## src/rtl/mdiv_seq.sv

```systemverilog
// Radix-2 restoring mantissa divider: one quotient bit per clock, valid/ready on both sides.
// Produces the normalized quotient fraction of 1.m1 / 1.m2 and an exponent-decrement flag.
module mdiv_seq #(
    parameter int WIDTH = 23
) (
    input  logic             clk,
    input  logic             reset,
    input  logic             in_valid,
    output logic             in_ready,
    input  logic [WIDTH-1:0] m1,
    input  logic [WIDTH-1:0] m2,
    output logic             out_valid,
    input  logic             out_ready,
    output logic [WIDTH-1:0] m3,
    output logic             decrement_exponent,
    output logic             busy
);
    localparam int CW = $clog2(WIDTH + 1);

    typedef enum logic [1:0] {IDLE, CALC, DONE} state_t;

    state_t           state, state_nx;
    logic [WIDTH:0]   div_q;
    logic [WIDTH+1:0] rem_q;
    logic [WIDTH:0]   quo_q;
    logic [CW-1:0]    cnt_q;

    logic             q_bit;
    logic [WIDTH+1:0] rem_sub;
    logic [WIDTH+1:0] rem_nx;
    logic [WIDTH:0]   quo_nx;

    // One restoring step; R stays below 2*D so WIDTH+2 bits never overflow.
    always_comb begin
        q_bit   = (rem_q >= {1'b0, div_q});
        rem_sub = q_bit ? (rem_q - {1'b0, div_q}) : rem_q;
        rem_nx  = rem_sub << 1;
        quo_nx  = {quo_q[WIDTH-1:0], q_bit};
    end

    always_ff @(posedge clk) begin
        if (reset) state <= IDLE;
        else       state <= state_nx;
    end

    always_comb begin
        state_nx  = state;
        in_ready  = 1'b0;
        out_valid = 1'b0;
        busy      = 1'b1;
        case (state)
            IDLE: begin
                in_ready = 1'b1;
                busy     = 1'b0;
                if (in_valid) state_nx = CALC;
            end
            CALC: begin
                if (cnt_q == '0) state_nx = DONE;
            end
            DONE: begin
                out_valid = 1'b1;
                if (out_ready) state_nx = IDLE;
            end
            default: begin
                state_nx = IDLE;
            end
        endcase
    end

    always_ff @(posedge clk) begin
        if (reset) begin
            div_q              <= '0;
            rem_q              <= '0;
            quo_q              <= '0;
            cnt_q              <= '0;
            m3                 <= '0;
            decrement_exponent <= 1'b0;
        end else begin
            case (state)
                IDLE: begin
                    if (in_valid) begin
                        div_q <= {1'b1, m2};
                        rem_q <= {2'b01, m1};
                        quo_q <= '0;
                        cnt_q <= CW'(WIDTH);
                    end
                end
                CALC: begin
                    rem_q <= rem_nx;
                    quo_q <= quo_nx;
                    if (cnt_q == '0) begin
                        // Quotient below 1.0 loses its leading one; renormalize by one place.
                        decrement_exponent <= ~quo_nx[WIDTH];
                        m3 <= quo_nx[WIDTH] ? quo_nx[WIDTH-1:0]
                                            : {quo_nx[WIDTH-2:0], 1'b0};
                    end else begin
                        cnt_q <= cnt_q - 1'b1;
                    end
                end
                default: ;
            endcase
        end
    end

endmodule

```

## config.mk

```make
export PLATFORM = sky130hd
export DESIGN_NAME = mdiv_seq
export DESIGN_NICKNAME = d
export VERILOG_FILES = /design/src/rtl/mdiv_seq.sv
export SDC_FILE = /design/constraint.sdc
export NUM_CORES = 1
export LEC_CHECK = 0
export ABC_AREA = 1
export CORE_MARGIN = 4
export CORE_UTILIZATION = 40
export DETAILED_ROUTE_END_ITERATION = 16
export PLACE_DENSITY_LB_ADDON = 0.1
export SLEW_MARGIN = 20
export SYNTH_ARGS = -nofsm -noshare
export SYNTH_HDL_FRONTEND = slang
export SYNTH_SLANG_ARGS = --single-unit
```

## constraint.sdc

```tcl
create_clock -name clk -period 1.9 [get_ports clk]
set_clock_uncertainty 0.15 [all_clocks]
set_input_delay 0.38 -clock clk [delete_from_list [all_inputs] [get_ports clk]]
set_output_delay 0.38 -clock clk [all_outputs]
set_load 0.01 [all_outputs]
```

==> flow_metrics.tcl, run 1 <==
set metrics [dict create \
    status "complete, but fails checks" \
    violations "negative setup slack" \
    internal_power_mw 5.54 \
    firstDrtPassIters 7 \
    grt_max_degree 56 \
    final_core_utilization 0.604 \
    worst_slack_ns -0.187 \
    p_clk_frac 0.199 \
    power.density_nw_per_um2 1040 \
    mostFrequentLayoutCells "nand2_1 (250), inv_1 (112), buf_4 (105)" \
    ys_ff_latch 103 \
    power_mw 9.20 \
    wl_mm 18.3 \
    wire_per_inst_um 14.2 \
    ctsLongestPathBuffers 2 \
    synth_cell_types 36 \
    r2r_start "rem_q[16]$_SDFFE_PP0P_" \
    drv_cap 0 \
    gr-usage-all-layers 0.207 \
    ctsHoldBuffers 0 \
    drive_gt1_frac 0.272 \
    end_kind "register" \
    post-route-period-util 1.10 \
    critPathArrivalTime_ns 2.20 \
    final_antenna_net_count 0 \
    cts.sinks 103 \
    required_ns 2.01 \
    final-setup-viol-count 26 \
    antenna_found_initial 0 \
    die_h_um 131 \
    grt_pass1_wl_mm 28.1 \
    drv_slew 0 \
    dieArea_um2 17100 \
    cts.clk_slew.worst_paths_ns 0.08 \
    coreArea_um2 14600 \
    drtIter0Drc 417 \
    switchingPower_mw 3.65 \
    clk_latency_ns 0.36 \
    remaining_drc_errors 0 \
    critPathMaxFanout 14 \
    power_leakage_nw 3.82 \
    hold_class "input port to register" \
    worstSetupPathType "register to register" \
    ys_seq_area_frac 0.343 \
    switching_share 0.397 \
    comb_power_share 0.530 \
    postSynthAreaPerCell_um2 6.41 \
    synth_area_um2 6010 \
    viasPerCell 5.02 \
    worst_pin_slew_ns 0.474 \
    cts_buffers 9 \
    portBuffers 76 \
    finalHoldViolations 0 \
    fmax_mhz 479 \
    relSlewSlack 0.680 \
    final_nets 1179 \
    dp_slack_ns -0.223 \
    start_util 0.411 \
    synth_warnings 0 \
    finalWeightedCongestion 0.935 \
    cp-start-kind "register" \
    dp_hpwl_mm 12.9 \
    ioPinCount 77 \
    die_w_um 131 \
    synthesis.nets 1016 \
    rows 44 \
    worstSetupStartpoint "rem_q[16]$_SDFFE_PP0P_" \
    mostFrequentLayoutCell "nand2_1" \
    ir_drop_v 0.000624 \
    synth_cells 939 \
    via_count 6486 \
    pwr-share-seq 0.271 \
    rsz0062_at_grt "yes" \
    period_needed_ns 2.09 \
    n_antenna_cell 0 \
    cts_max_level 3 \
    hp-start "reset" \
    cts_tree "done" \
    layout-area-overhead-vs-synth_pct 47.1 \
    grt_pass1_vias 5749 \
    gr-total-overflow 0 \
    root_buffer "clkbuf_16" \
]
## what timing repair did
item                                    CTS  global route
setup buffers                             0            10
cloned                                    0             1
gates resized for setup                  35           107
endpoints found under the setup margin   30            34
pin swaps                                 5             6
## power by group through the flow
stage	sequential [mW]	clock (mW)	combinational (mW)
3_3_place_gp	2.51	0	4.10
4_1_cts	2.47	1.87	4.19
5_1_grt	2.51	1.96	5.34
6_report	2.49	1.83	4.87
2_1_floorplan	2.49	0	2.52
3_5_place_dp	2.51	0	4.10
## worst paths after layout
kind              slack [ns]                         endpoint  cells after the start
hold reg to reg         0.32           div_q[14]$_SDFFE_PP0P_                      2
setup reg to reg       -0.19           rem_q[14]$_SDFFE_PP0P_                     12
hold / removal          0.21  decrement_exponent$_SDFFE_PP0P_                      4
setup / recovery       -0.19           rem_q[14]$_SDFFE_PP0P_                     12
## layer usage
| layer | track usage | vias up | part of all wire |
|---|---|---|---|
| met5 | 0 | - | 0 |
| met4 | 0.0623 | 0 | 0.020 |
| met3 | 0.0394 | 32 | 0.047 |
| met2 | 0.310 | 144 | 0.43 |
| met1 | 0.302 | 2967 | 0.51 |
| li1 | - | 3343 | - |
## state kept, by name, summed over array words and instances (netlist names)
name and count:
div_q 24, state 2, cnt_q 5, m3 23, rem_q 25, decrement_exponent 1, quo_q 23
## cells in the mapped netlist (all sizes together)
library cell  number  area [µm²]
o211a              1        10.0
nor3              15        90.1
nand3             50         263
a21oi             84         432
xnor2              4        35.0
a221oi             1        8.76
nor2              45         176
buf               16        90.1
o21ai             67         335
o211ai             1        7.51
a211oi             3        22.5
fa                 1        20.0
nand4             20         125
xor2               6        52.6
clkbuf            26        97.6
nand3b             5        37.5
and3               1        6.26
inv              137         514
and2               1        6.26
a31oi             22         138
nand2            301        1140
dfxtp            103        2060
nor4               1        6.26
or2                1        6.26
ha                26         325
o21bai             1        7.51
## layout make-up
type | instances | area [µm²]
clock buffers | 10 | 229
fillers | 1366 | 5790
clock inverters | 6 | 51.3
inverters | 137 | 514
repair buffers | 194 | 1790
well taps | 184 | 230
flip-flops and latches | 103 | 2100
multi-input cells | 657 | 3940
## per-stage QoR
step	hold WS (ns)	cell area, µm²	instances	TNS (ns)
after floorplan	0.285	6330	939	-0.0257
after global placement	0.308	8050	1264	-3.98
after detailed placement	0.305	8050	1264	-4.56
after CTS	0.212	8400	1280	-2.94
after global routing	0.244	8850	1291	-6.35
final	0.206	8850	1291	-3.46
## kinds of logic after synthesis
family / count (synthesis) / synth area share
xor gates and xnor gates: 10 / 0.0146
adders and majority gates: 27 / 0.0574
buffers and inverters: 179 / 0.117
and+or+nand+nor: 440 / 0.309
DFF: 103 / 0.343
AOI/OAI and AO/OA: 180 / 0.160
## worst max-delay path, cell delays in order (launching register included)
cell,delay (ns)
dfxtp_2,0.35
ha_4,0.27
nand2_4,0.09
inv_2,0.04
a21oi_2,0.15
nand2_2,0.10
a21oi_4,0.18
nand3_4,0.16
buf_12,0.19
nand3_1,0.07
o211ai_1,0.09
nand2_1,0.09
inv_1,0.04
(Power assumes the default switching activity.)
==> inputs of run 2 (changes only) <==
SKIP_CTS_REPAIR_TIMING = 1   (was unset)
==> run 2 against run 1 <==
The run still ends with negative setup slack left. Routed wire length decreased by 0.82%. Cell count decreased by 0.31%. Via count decreased by 1.2%. Register-to-register slack got worse by 0.07 ns. Core utilization decreased by 0.59 points. Critical path depth unchanged. Total power decreased by 1.6%. Flip-flop and latch count unchanged. First-iteration DRC count increased by 11%. Sequential power about the same. Worst setup slack got worse by 0.073 ns. Largest power group unchanged. Highest routed layer unchanged.
==> flow_metrics.tcl, run 2 (synthesis results as in run 1) <==
set metrics [dict create \
    dp_hpwl_mm 12.9 \
    rows 44 \
    die_h_um 131 \
    status "complete, but fails checks" \
    top_register "rem_q" \
    max_stage_delay_ns 0.35 \
    final_area_um2 8760 \
    critPathMostFrequentCell "nand2_1" \
    grt_pass1_vias 5738 \
    period_needed_ns 2.16 \
    hold_class "input port to register" \
    worst_slack_ns -0.260 \
    largest_reg_flops 25 \
    worst_pin_slew_ns 0.434 \
    final-setup-viol-count 26 \
    cts_buffers 9 \
    cts_tree "done" \
    n_antenna_cell 0 \
    grt_pass1_wl_mm 28.0 \
    dieArea_um2 17100 \
    wl_mm 18.1 \
    mostFrequentLayoutCell "nand2_1" \
    remaining_drc_errors 0 \
    via_count 6407 \
    gr-total-overflow 0 \
    reg_top3 "rem_q: 25 flops, div_q: 24 flops" \
    rsz0062_at_grt "yes" \
    worstSetupPathType "register to register" \
    fmax_mhz 463 \
    ir_drop_v 0.000587 \
    cp-start-kind "register" \
    dp_slack_ns -0.223 \
    die_w_um 131 \
    drv_slew 0 \
    place_area_um2 8050 \
    cp_num_buf_inv 3 \
    critPathArrivalTime_ns 2.27 \
    power_leakage_nw 3.83 \
    portBuffers 76 \
    gr-usage-all-layers 0.207 \
    instances_no_fill 1287 \
    viasPerCell 4.98 \
    violations "negative setup slack" \
    cts_max_level 3 \
    relSlewSlack 0.708 \
    root_buffer "clkbuf_16" \
    antenna_found_initial 0 \
    required_ns 2.01 \
    critPathMaxFanout 8 \
    firstDrtPassIters 5 \
    wire_per_inst_um 14.1 \
    cts.clk_slew.worst_paths_ns 0.08 \
    drv_cap 0 \
    power.density_nw_per_um2 1030 \
    final_nets 1175 \
    cts.sinks 103 \
    layout-area-overhead-vs-synth_pct 45.7 \
    power_mw 9.05 \
    finalHoldViolations 0 \
    ioPinCount 77 \
    coreArea_um2 14600 \
    slowest_stage "dfxtp_2" \
    mostFrequentLayoutCells "nand2_1 (256), inv_1 (117), buf_4 (102)" \
    finalWeightedCongestion 0.935 \
    grt_max_degree 56 \
    drive_gt1_frac 0.254 \
    drtIter0Drc 464 \
    path_delay_family "simple AND/OR/NAND/NOR gates" \
    crit_chain "ha_4 > nand2_4 > inv_2 > a21oi_2 > nand2_2 > a21oi_4 > nand3_4 > clkbuf_16 > o21ai_1 > nand2_1 > nand2_1 > inv_1" \
    end_kind "register" \
    ctsLongestPathBuffers 2 \
    clk_latency_ns 0.36 \
    start_util 0.411 \
    post-route-period-util 1.14 \
    final_antenna_net_count 0 \
    placedCellCount 1264 \
]
==> run 2: cell count changes in the layout (fill, tap and decap cells not counted), sizes merged <==
cell	change
buf	-5
dlygate4sd2	-3
dlymetal6s2s	+3
clkbuf	+1
==> run 2: final timing paths <==
kind / start / slack [ns] / depth (start not counted) / endpoint
max: rem_q[16]$_SDFFE_PP0P_ / -0.26 / 12 / rem_q[8]$_SDFFE_PP0P_
min: reset / 0.21 / 4 / decrement_exponent$_SDFFE_PP0P_
max reg2reg: rem_q[16]$_SDFFE_PP0P_ / -0.26 / 12 / rem_q[8]$_SDFFE_PP0P_
min reg2reg: div_q[15]$_SDFFE_PP0P_ / 0.32 / 2 / div_q[15]$_SDFFE_PP0P_
==> run 2: power breakdown <==
part	switching (mW)	internal, mW
registers	0.146	2.34
logic	2.52	2.22
clock network	0.912	0.909
==> run 2: area by class of cell <==
class	instances	area, µm²
Fill cell	1386	5880
Clock buffer	10	229
Sequential cell	103	2100
Timing Repair Buffer	190	1770
Tap cell	184	230
Inverter	137	514
Multi-Input combinational cell	657	3870
Clock inverter	6	51.3
==> run 2: per-stage QoR <==
stage | util | TNS [ns] | hold WS [ns]
2_1_floorplan | - | -0.0257 | 0.285
3_3_place_gp | 0.550 | -3.98 | 0.308
3_5_place_dp | 0.550 | -4.56 | 0.305
4_1_cts | 0.569 | -4.84 | 0.212
5_1_grt | 0.598 | -7.61 | 0.244
6_report | 0.598 | -5.08 | 0.210
==> run 2: metal layers <==
| layer | vias to the layer above | global-route usage | wire length, µm |
|---|---|---|---|
| met5 | - | 0 | 0 |
| met4 | 0 | 0.0641 | 308 |
| met3 | 22 | 0.0427 | 1160 |
| met2 | 167 | 0.308 | 7740 |
| met1 | 2883 | 0.300 | 8920 |
| li1 | 3335 | - | - |
==> run 2: worst min-delay path: cells and delay by family <==
| kind | cells | cell delay [ns] |
|---|---|---|
| buffers and inverters | 2 | 0.18 |
| AOI/OAI and AO/OA | 1 | 0.08 |
| and+or+nand+nor | 1 | 0.04 |
